--- src/rtl/lsu_if.sv ---
// Bundles the core-side request/response signals and the word-only data memory
// port of the load/store controller.
interface lsu_if;
  logic        req_valid;
  logic        req_ready;
  logic        req_we;
  logic [1:0]  req_size;
  logic        req_unsigned;
  logic [31:0] req_addr;
  logic [31:0] req_wdata;
  logic        done;
  logic        err;
  logic [31:0] rdata;
  logic        MemRead;
  logic        MemWrite;
  logic [31:0] mem_addr;
  logic [31:0] mem_wdata;
  logic [31:0] mem_rdata;

  modport master (
    input  req_valid, req_we, req_size, req_unsigned, req_addr, req_wdata, mem_rdata,
    output req_ready, done, err, rdata, MemRead, MemWrite, mem_addr, mem_wdata
  );

  modport slave (
    output req_valid, req_we, req_size, req_unsigned, req_addr, req_wdata, mem_rdata,
    input  req_ready, done, err, rdata, MemRead, MemWrite, mem_addr, mem_wdata
  );
endinterface

--- src/rtl/lsu_ctrl.sv ---
// Load/store controller: byte/half/word loads with extension, word stores, and
// sub-word stores as a read-modify-write against a word-only data memory.
module lsu_ctrl #(
  parameter int MEM_WORDS = 256
) (
  input logic clk,
  input logic rst,
  lsu_if.master bus
);

  localparam logic [2:0] IDLE   = 3'd0;
  localparam logic [2:0] LOAD   = 3'd1;
  localparam logic [2:0] STORE  = 3'd2;
  localparam logic [2:0] RMW_RD = 3'd3;
  localparam logic [2:0] RMW_WR = 3'd4;

  localparam logic [32:0] ADDR_LIMIT = 33'(MEM_WORDS) * 33'd4;

  logic [2:0]  state;
  logic [1:0]  lat_size;
  logic        lat_unsigned;
  logic [31:0] lat_addr;
  logic [31:0] lat_wdata;
  logic [31:0] merge_buf;
  logic        done_r;
  logic        err_r;
  logic [31:0] rdata_r;

  logic        req_bad;
  logic [7:0]  lane_b;
  logic [15:0] lane_h;
  logic [31:0] load_val;
  logic [31:0] merge_val;

  // Errors are judged on the incoming request so the error pulse lands one cycle after acceptance.
  always_comb begin
    req_bad = 1'b0;
    case (bus.req_size)
      2'b00: req_bad = 1'b0;
      2'b01: req_bad = bus.req_addr[0];
      2'b10: req_bad = (bus.req_addr[1:0] != 2'b00);
      default: req_bad = 1'b1;
    endcase
    if ({1'b0, bus.req_addr} >= ADDR_LIMIT) req_bad = 1'b1;
  end

  always_comb begin
    lane_b = bus.mem_rdata[{lat_addr[1:0], 3'b000} +: 8];
    lane_h = lat_addr[1] ? bus.mem_rdata[31:16] : bus.mem_rdata[15:0];
    case (lat_size)
      2'b00:   load_val = {{24{~lat_unsigned & lane_b[7]}}, lane_b};
      2'b01:   load_val = {{16{~lat_unsigned & lane_h[15]}}, lane_h};
      default: load_val = bus.mem_rdata;
    endcase
  end

  always_comb begin
    merge_val = merge_buf;
    if (lat_size == 2'b00)
      merge_val[{lat_addr[1:0], 3'b000} +: 8] = lat_wdata[7:0];
    else
      merge_val[{lat_addr[1], 4'b0000} +: 16] = lat_wdata[15:0];
  end

  assign bus.req_ready = (state == IDLE);
  assign bus.MemRead   = (state == LOAD) || (state == RMW_RD);
  assign bus.MemWrite  = (state == STORE) || (state == RMW_WR);
  assign bus.mem_addr  = (state == IDLE) ? 32'd0 : {lat_addr[31:2], 2'b00};
  assign bus.mem_wdata = (state == STORE)  ? lat_wdata :
                         (state == RMW_WR) ? merge_val : 32'd0;
  assign bus.done      = done_r;
  assign bus.err       = err_r;
  assign bus.rdata     = rdata_r;

  always_ff @(posedge clk) begin
    if (rst) begin
      state        <= IDLE;
      lat_size     <= 2'b00;
      lat_unsigned <= 1'b0;
      lat_addr     <= 32'd0;
      lat_wdata    <= 32'd0;
      merge_buf    <= 32'd0;
      done_r       <= 1'b0;
      err_r        <= 1'b0;
      rdata_r      <= 32'd0;
    end else begin
      done_r <= 1'b0;
      err_r  <= 1'b0;
      case (state)
        IDLE: begin
          if (bus.req_valid) begin
            lat_size     <= bus.req_size;
            lat_unsigned <= bus.req_unsigned;
            lat_addr     <= bus.req_addr;
            lat_wdata    <= bus.req_wdata;
            if (req_bad) begin
              done_r <= 1'b1;
              err_r  <= 1'b1;
            end else if (!bus.req_we)
              state <= LOAD;
            else if (bus.req_size == 2'b10)
              state <= STORE;
            else
              state <= RMW_RD;
          end
        end
        LOAD: begin
          rdata_r <= load_val;
          done_r  <= 1'b1;
          state   <= IDLE;
        end
        STORE: begin
          done_r <= 1'b1;
          state  <= IDLE;
        end
        RMW_RD: begin
          merge_buf <= bus.mem_rdata;
          state     <= RMW_WR;
        end
        RMW_WR: begin
          done_r <= 1'b1;
          state  <= IDLE;
        end
        default: state <= IDLE;
      endcase
    end
  end

endmodule

--- src/flat_wrapper.sv ---
// flat-port wrapper written by rule: the top's interface ports become plain ports
module lsu_ctrl_flat 
#(
  parameter int MEM_WORDS = 256
)
  (clk, rst, bus_req_valid, bus_req_we, bus_req_size, bus_req_unsigned, bus_req_addr, bus_req_wdata, bus_mem_rdata, bus_req_ready, bus_done, bus_err, bus_rdata, bus_MemRead, bus_MemWrite, bus_mem_addr, bus_mem_wdata);
  lsu_if bus_i ();
  input logic clk;
  input logic rst;
  input wire logic [$bits(bus_i.req_valid)-1:0] bus_req_valid;
  input wire logic [$bits(bus_i.req_we)-1:0] bus_req_we;
  input wire logic [$bits(bus_i.req_size)-1:0] bus_req_size;
  input wire logic [$bits(bus_i.req_unsigned)-1:0] bus_req_unsigned;
  input wire logic [$bits(bus_i.req_addr)-1:0] bus_req_addr;
  input wire logic [$bits(bus_i.req_wdata)-1:0] bus_req_wdata;
  input wire logic [$bits(bus_i.mem_rdata)-1:0] bus_mem_rdata;
  output wire logic [$bits(bus_i.req_ready)-1:0] bus_req_ready;
  output wire logic [$bits(bus_i.done)-1:0] bus_done;
  output wire logic [$bits(bus_i.err)-1:0] bus_err;
  output wire logic [$bits(bus_i.rdata)-1:0] bus_rdata;
  output wire logic [$bits(bus_i.MemRead)-1:0] bus_MemRead;
  output wire logic [$bits(bus_i.MemWrite)-1:0] bus_MemWrite;
  output wire logic [$bits(bus_i.mem_addr)-1:0] bus_mem_addr;
  output wire logic [$bits(bus_i.mem_wdata)-1:0] bus_mem_wdata;
  assign bus_i.req_valid = bus_req_valid;
  assign bus_i.req_we = bus_req_we;
  assign bus_i.req_size = bus_req_size;
  assign bus_i.req_unsigned = bus_req_unsigned;
  assign bus_i.req_addr = bus_req_addr;
  assign bus_i.req_wdata = bus_req_wdata;
  assign bus_i.mem_rdata = bus_mem_rdata;
  assign bus_req_ready = bus_i.req_ready;
  assign bus_done = bus_i.done;
  assign bus_err = bus_i.err;
  assign bus_rdata = bus_i.rdata;
  assign bus_MemRead = bus_i.MemRead;
  assign bus_MemWrite = bus_i.MemWrite;
  assign bus_mem_addr = bus_i.mem_addr;
  assign bus_mem_wdata = bus_i.mem_wdata;
  lsu_ctrl #(.MEM_WORDS(MEM_WORDS)) u_core (.clk(clk), .rst(rst), .bus(bus_i));
endmodule
--- config.mk ---
export PLATFORM = sky130hd
export DESIGN_NAME = lsu_ctrl_flat
export DESIGN_NICKNAME = d
export VERILOG_FILES = /design/src/rtl/lsu_if.sv /design/src/rtl/lsu_ctrl.sv /design/src/flat_wrapper.sv
export SDC_FILE = /design/constraint.sdc
export NUM_CORES = 1
export LEC_CHECK = 0
export ABC_AREA = 1
export ABC_CLOCK_PERIOD_IN_PS = 4570
export CAP_MARGIN = 20
export CORE_MARGIN = 4
export CORE_UTILIZATION = 52
export CTS_CLUSTER_DIAMETER = 40
export CTS_CLUSTER_SIZE = 30
export DETAILED_ROUTE_END_ITERATION = 7
export PLACE_DENSITY = 0.83
export SLEW_MARGIN = 25
export SYNTH_ARGS = -nofsm -noshare
export SYNTH_HDL_FRONTEND = slang
export SYNTH_SLANG_ARGS = --single-unit
--- constraint.sdc ---
create_clock -name clk -period 4.57 [get_ports clk]
set_input_delay 0.914 -clock clk [delete_from_list [all_inputs] [get_ports clk]]
set_output_delay 0.914 -clock clk [all_outputs]
set_load 0.005 [all_outputs]
==> out/summary.txt, run 1 <==
Finished Cell Area = 9627 um2
Clk slew on worst S/H paths = 60 ps
Routed length per placed instance = 17.12 um
Worst EP required = 3660 ps
Crit Path Max Fanout = 16
CP Buf/Inv Count = 3
Cells after Synth = 1,030
WS Path Type = flop to primary output
Grt total ovfl = 0
Sequential element share of the synthesized area = 0.3898
Worst setup EP type = primary output
Placed cells = 1,342
Startpoint Class = flop
Vias in the first global route = 7,099
PortBufs = 201
Mapped Area = 6985 um2
Final Hold Fails = 0
RSZ-0062 raised after global routing = no
CTS tree = yes
GR Util met3 = 0.08629
Worst-Skew Late Latency = 420 ps
Synthesis Warnings = 0
Number of synthesized register bits = 136
Vias = 7,823
Pleak = 3.763 nW
Die W = 123.9 um
Vias per cell = 5.689
Clk buf depth = 2
Final cell count without fillers = 1,375
Wirelength, routed = 23,540 um
Max rail drop VDD = 0.2753 mV
Core Util, Final = 0.7298
Iteration-0 DRC Markers = 1,189
Tcrit/Tclk final = 0.9475
Final Wtd Congestion = 0.9695
Total track usage = 0.3053
First-pass GRT wire length = 36,650 um
Detail Route Antenna Nets = 0
Highest Clock Rate = 231.0 MHz
Post-cts gate resize count = 0
Distinct cells, synth = 34
Area delta synth->final = 37.81%
Setup TNS = 0 ps
Mean post-synth cell area = 6.782 um2
CTS root buffer = clkbuf_16
Remaining DRCs = 0
Core Area = 13,190 um2
Die area = 15,350 um2
Postcts setup bufs = 0
M1 GR Usage = 0.4001
Clock Skew = 3.593 ps
CTS Sinks = 136
Hold Crit Class = flop to flop
Max-Cap Viols = 0
Global route hottest layer = met2
FP Rows = 42
# nets final = 1,293
Placed Area = 8955 um2
Max Slew Vio Count = 0
Initial core utilization = 0.5296
CTS Buf Count = 17
CP arrival = 3420 ps
PD cells = 333.3 nW/um2
Critical-path cell list = inv_1, ha_1, inv_1, nand3_1, o21ai_0, nand3_1, o21ai_1, clkdlybuf4s50_1
Final setup vio count = 0
Largest net degree at the start of global routing = 79
Worst slew pin tran = 1009 ps
Htree depth = 4
Final HPWL DP = 16,540 um
Post-layout min period = 4330 ps
Worst R2R Setup Slack = 1810 ps
Outcome = finished clean
Crit-path leading delay family = buffers and inverters
Slowest-stage cell, CP = dfxtp_1
Initial antenna violation count = 0
Detailed Routing Iterations Pass 1 = 5
Worst slew margin = 0.3252
Ratio of cells with drive above 1 in the final layout = 0.05593
CTS Hold Bufs = 0
CP peak stage delay = 720 ps
Die H = 123.9 um
Grt met2 use = 0.4674
Ports = 204
## where the power goes
group / leakage (nW) / switching (W) / internal (W)
Combinational: 2.33 / 0.000234 / 0.000163
Clock: 0.320 / 0.000520 / 0.00104
Sequential: 1.11 / 0.0000278 / 0.00123
Total: 3.76 / 0.000782 / 0.00243
## worst paths after layout
kind                               startpoint                           endpoint  cells past startpoint
max           u_core.lat_addr[0]$_SDFFE_PP0P_                  bus_mem_wdata[15]                      8
min          u_core.lat_addr[22]$_SDFFE_PP0P_   u_core.lat_addr[22]$_SDFFE_PP0P_                      2
max reg2reg      u_core.state[2]$_SDFFE_PP0P_  u_core.lat_wdata[15]$_SDFFE_PP0P_                      6
min reg2reg  u_core.lat_addr[22]$_SDFFE_PP0P_   u_core.lat_addr[22]$_SDFFE_PP0P_                      2
## worst register-to-register path: stages (launching register included)
cell and delay (ps):
dfxtp_1 390, nor3_4 860, buf_4 320, nand2_4 410
buf_12 370, o21ai_0 230, a21oi_1 60
## metal layers
metal  vias up  wire, um
met3        81      2499
met1      3522      9524
met5         -         0
li1       3768         -
met4         0       948
met2       452     10570
## Yosys cell counts
master | number | share of area
or2_2 | 2 | 0.0018
clkbuf_2 | 2 | 0.0014
buf_2 | 29 | 0.021
o22ai_1 | 1 | 0.00090
clkinv_1 | 1 | 0.00054
nand4_1 | 2 | 0.0018
ha_1 | 5 | 0.0090
buf_4 | 4 | 0.0043
nand2_2 | 1 | 0.00090
nor3_4 | 1 | 0.0023
buf_6 | 6 | 0.0097
o21ai_1 | 27 | 0.019
nand3_1 | 78 | 0.056
dfxtp_1 | 136 | 0.39
inv_2 | 6 | 0.0032
a21oi_2 | 2 | 0.0025
a22oi_1 | 1 | 0.0011
o21a_1 | 10 | 0.011
nor2_2 | 1 | 0.00090
a21oi_1 | 177 | 0.13
nor2_4 | 2 | 0.0032
buf_1 | 4 | 0.0021
nand2_4 | 3 | 0.0048
and2_0 | 1 | 0.00090
o221ai_1 | 15 | 0.019
conb_1 | 1 | 0.00054
clkbuf_1 | 35 | 0.019
nor2_1 | 78 | 0.042
inv_1 | 93 | 0.050
o21ai_0 | 151 | 0.11
nand2_1 | 149 | 0.080
nor3_2 | 2 | 0.0029
a31oi_1 | 1 | 0.00090
o211ai_1 | 3 | 0.0032
## cell type report
cell class                      count  area (um2)
Tap cell                          176       220.2
Timing Repair Buffer              215        2130
Antenna cell                        1       2.502
Inverter                          100       375.4
Multi-Input combinational cell    715        3506
Clock buffer                       20       446.7
Fill cell                        1077        3563
Clock inverter                     12       222.7
Sequential cell                   136        2724
## per-stage QoR
step	worst slack, ps	hold slack, ps	total power (W)
6_report	240.1	452.0	0.003208
5_1_grt	79.55	464.7	0.003311
4_1_cts	314.3	452.2	0.003205
3_5_place_dp	841.0	442.9	0.001663
3_3_place_gp	824.4	440.6	0.001659
2_1_floorplan	1852	430.0	0.001506
## flip-flops by register name (all words and copies together), names as in the netlist
register,count
u_core.bus.rdata,32
u_core.lat_addr,32
u_core.lat_wdata,32
u_core.merge_buf,32
u_core.state,3
u_core.lat_size,2
u_core.bus.done,1
u_core.bus.err,1
u_core.lat_unsigned,1
## cells in the final DEF (no fill, tap or decap), drive strengths merged, types with 2 or more instances in the layout
master,n
nand3,78
nor2,81
or2,2
nor3,3
o21ai,178
bufinv,6
o211ai,3
dfxtp,136
clkdlybuf4s50,201
ha,5
conb,2
o21a,10
clkbuf,20
a21oi,179
buf,14
nand2,153
o221ai,15
nand4,2
clkinvlp,2
clkinv,5
inv,99
## logic make-up (layout without fill, tap and decap cells)
kind of cell / after synthesis / after routing / share of synthesized area
and+or+nand+nor: 320 / 320 / 0.1974
AOI/OAI and AO/OA: 388 / 388 / 0.2925
adders and majority gates: 5 / 5 / 0.008956
DFF: 136 / 136 / 0.3898
other: 1 / 3 / 0.0005368
buffers and inverters: 180 / 347 / 0.1109
Note: power is estimated with default switching activity, not from simulation.
==> inputs of run 2 (changes only) <==
ABC_CLOCK_PERIOD_IN_PS = 4500   (was 4570)
CORE_UTILIZATION = 48   (was 52)
PLACE_DENSITY = 0.77   (was 0.83)
clock period = 4.5 ns   (was 4.57 ns; I/O delays follow)
==> run 2 against run 1 <==
  * Design area fell by 0.84%
  * Sequential share of layout area rose by 0.24 points
  * Core utilization shrank 5.0 points
  * Largest cell class unchanged
  * Highest routed layer is now met5
==> out/summary.txt, run 2 (synthesized netlist as in run 1, its figures left out) <==
Area delta synth->final = 36.65% (was 37.81%)
Ports = 204 (unchanged)
Worst slew margin = 0.3580 (was 0.3252)
Grt total ovfl = 0 (unchanged)
Iteration-0 DRC Markers = 724 (was 1,189)
Final HPWL DP = 16,820 um (was 16,540 um)
Die H = 128.6 um (was 123.9 um)
First-pass GRT wire length = 37,120 um (was 36,650 um)
Final Hold Fails = 0 (unchanged)
Clk slew on worst S/H paths = 60 ps (about the same)
Worst slew pin tran = 959.9 ps (was 1009 ps)
R2R depth = 6 (unchanged)
Final setup vio count = 0 (unchanged)
R2R Path Start = u_core.state[2]$_SDFFE_PP0P_ (unchanged)
Routed length per placed instance = 17.13 um (was 17.12 um)
Ratio of cells with drive above 1 in the final layout = 0.05583 (was 0.05593)
RSZ-0062 raised after global routing = no (unchanged)
Core Area = 14,040 um2 (was 13,190 um2)
Die area = 16,550 um2 (was 15,350 um2)
Htree depth = 4 (unchanged)
Placed Area = 8969 um2 (was 8955 um2)
Hold_sp = u_core.lat_addr[21]$_SDFFE_PP0P_ (was u_core.lat_addr[22]$_SDFFE_PP0P_)
Finished Cell Area = 9545 um2 (was 9627 um2)
Vias per cell = 5.600 (was 5.689)
Tcrit/Tclk final = 0.9067
Final Wtd Congestion = 0.9494 (was 0.9695)
Vias = 7,728 (was 7,823)
Remaining DRCs = 0 (unchanged)
Worst-Skew Late Latency = 420 ps (about the same)
Worst EP required = 3600 ps (was 3660 ps)
Worst setup EP type = primary output (unchanged)
CTS tree = yes (unchanged)
CTS Sinks = 136 (unchanged)
FP Rows = 43 (was 42)
Clk buf depth = 2 (unchanged)
Max-Cap Viols = 0 (unchanged)
Startpoint Class = flop (unchanged)
Crit Path Max Fanout = 84 (was 16)
PD cells = 318.4 nW/um2 (was 333.3 nW/um2)
Post-cts gate resize count = 0 (unchanged)
Die W = 128.6 um (was 123.9 um)
PortBufs = 201 (unchanged)
Ant. Diodes = 0 (was 1)
Clock Skew = 3.263 ps (was 3.593 ps)
WS Path Type = flop to primary output (unchanged)
Outcome = finished clean (unchanged)
# nets final = 1,295 (was 1,293)
Postcts setup bufs = 0 (unchanged)
Post-layout min period = 4080 ps
Worst R2R Setup Slack = 1910 ps (was 1810 ps)
Setup TNS = 0 ps (unchanged)
CTS root buffer = clkbuf_16 (unchanged)
Worst Hold Path EP = u_core.lat_addr[21]$_SDFFE_PP0P_ (was u_core.lat_addr[22]$_SDFFE_PP0P_)
Pleak = 3.722 nW (was 3.763 nW)
Highest Clock Rate = 245.1 MHz
Initial antenna violation count = 1 (was 0)
Pre-CTS WS = 903.7 ps (was 841.0 ps)
Commonest non-fill, non-tap cell in the layout = clkdlybuf4s50_1 (unchanged)
Hold depth = 2 (unchanged)
Largest net degree at the start of global routing = 85 (was 79)
Hold Crit Class = flop to flop (unchanged)
CTS Hold Bufs = 0 (unchanged)
Final WS setup = 419.7 ps (was 240.1 ps)
Max Slew Vio Count = 0 (unchanged)
Total track usage = 0.2823 (was 0.3053)
Vias in the first global route = 7,176 (was 7,099)
Leading cell types in the layout, fill and taps excluded = clkdlybuf4s50_1 (201), a21oi_1 (177), o21ai_0 (151) (unchanged)
Max rail drop VDD = 0.2698 mV (was 0.2753 mV)
Detailed Routing Iterations Pass 1 = 6 (was 5)
CTS Buf Count = 17 (unchanged)
Detail Route Antenna Nets = 0 (unchanged)
Filler cells = 1,264 (was 1,077)
Initial core utilization = 0.4975 (was 0.5296)
Wirelength, routed = 23,640 um (was 23,540 um)
CP arrival = 3180 ps (was 3420 ps)
RR Endpoint = u_core.lat_wdata[4]$_SDFFE_PP0P_ (was u_core.lat_wdata[15]$_SDFFE_PP0P_)
==> run 2: how the worst max path moves through the flow <==
| stage | slack (ps) | from | to |
|---|---|---|---|
| after floorplan | 1800 | u_core.lat_addr[1]$_SDFFE_PP0P_ | bus_mem_wdata[0] |
| after global placement | 1020 | u_core.lat_addr[1]$_SDFFE_PP0P_ | bus_mem_wdata[18] |
| after detailed placement | 900 | u_core.lat_addr[1]$_SDFFE_PP0P_ | bus_mem_wdata[21] |
| after CTS | 440 | u_core.lat_addr[1]$_SDFFE_PP0P_ | bus_mem_wdata[21] |
| after global routing | 170 | u_core.lat_addr[1]$_SDFFE_PP0P_ | bus_mem_wdata[21] |
| final | 420 | u_core.lat_addr[1]$_SDFFE_PP0P_ | bus_mem_wdata[21] |
==> run 2: where the power goes <==
group / internal, W / total (W) / switching [W]
registers: 0.00125 / 0.00127 / 0.0000234
clock network: 0.000856 / 0.00136 / 0.000508
logic: 0.000165 / 0.000406 / 0.000241
total: 0.00227 / 0.00304 / 0.000772
==> run 2: final cells by class <==
type / count / area (um2) / share of cell area
Timing Repair Buffer: 217 / 2132 / 0.2234
Inverter: 100 / 375.4 / 0.03932
Multi-Input combinational cell: 715 / 3512 / 0.3679
Clock inverter: 8 / 95.09 / 0.009962
Clock buffer: 24 / 481.7 / 0.05047
Tap cell: 180 / 225.2 / 0.02359
Sequential cell: 136 / 2724 / 0.2854
==> run 2: metal layers <==
layer  track usage  wire length, um
met5             0                7
met4       0.09018              563
met3       0.08842             2498
met2        0.4435            10790
met1        0.3720             9781
==> run 2: worst max-delay path, cell delays in order (launching register included) <==
cell	delay [ps]
dfxtp_2	320
buf_4	550
ha_1	480
nand3_1	310
o221ai_1	300
nand3_1	120
nand2_1	100
clkdlybuf4s50_1	530
==> run 2: per-stage QoR <==
stage                     power, W  utilization  hold slack (ps)  std cells
final                     0.003039       0.6798            453.7       1380
after global routing      0.003159       0.6798            465.9       1380
after CTS                 0.003046       0.6798            455.0       1380
after detailed placement  0.001691       0.6387            445.9       1348
after global placement    0.001686       0.6387            440.9       1348
after floorplan           0.001529            -            430.0       1031
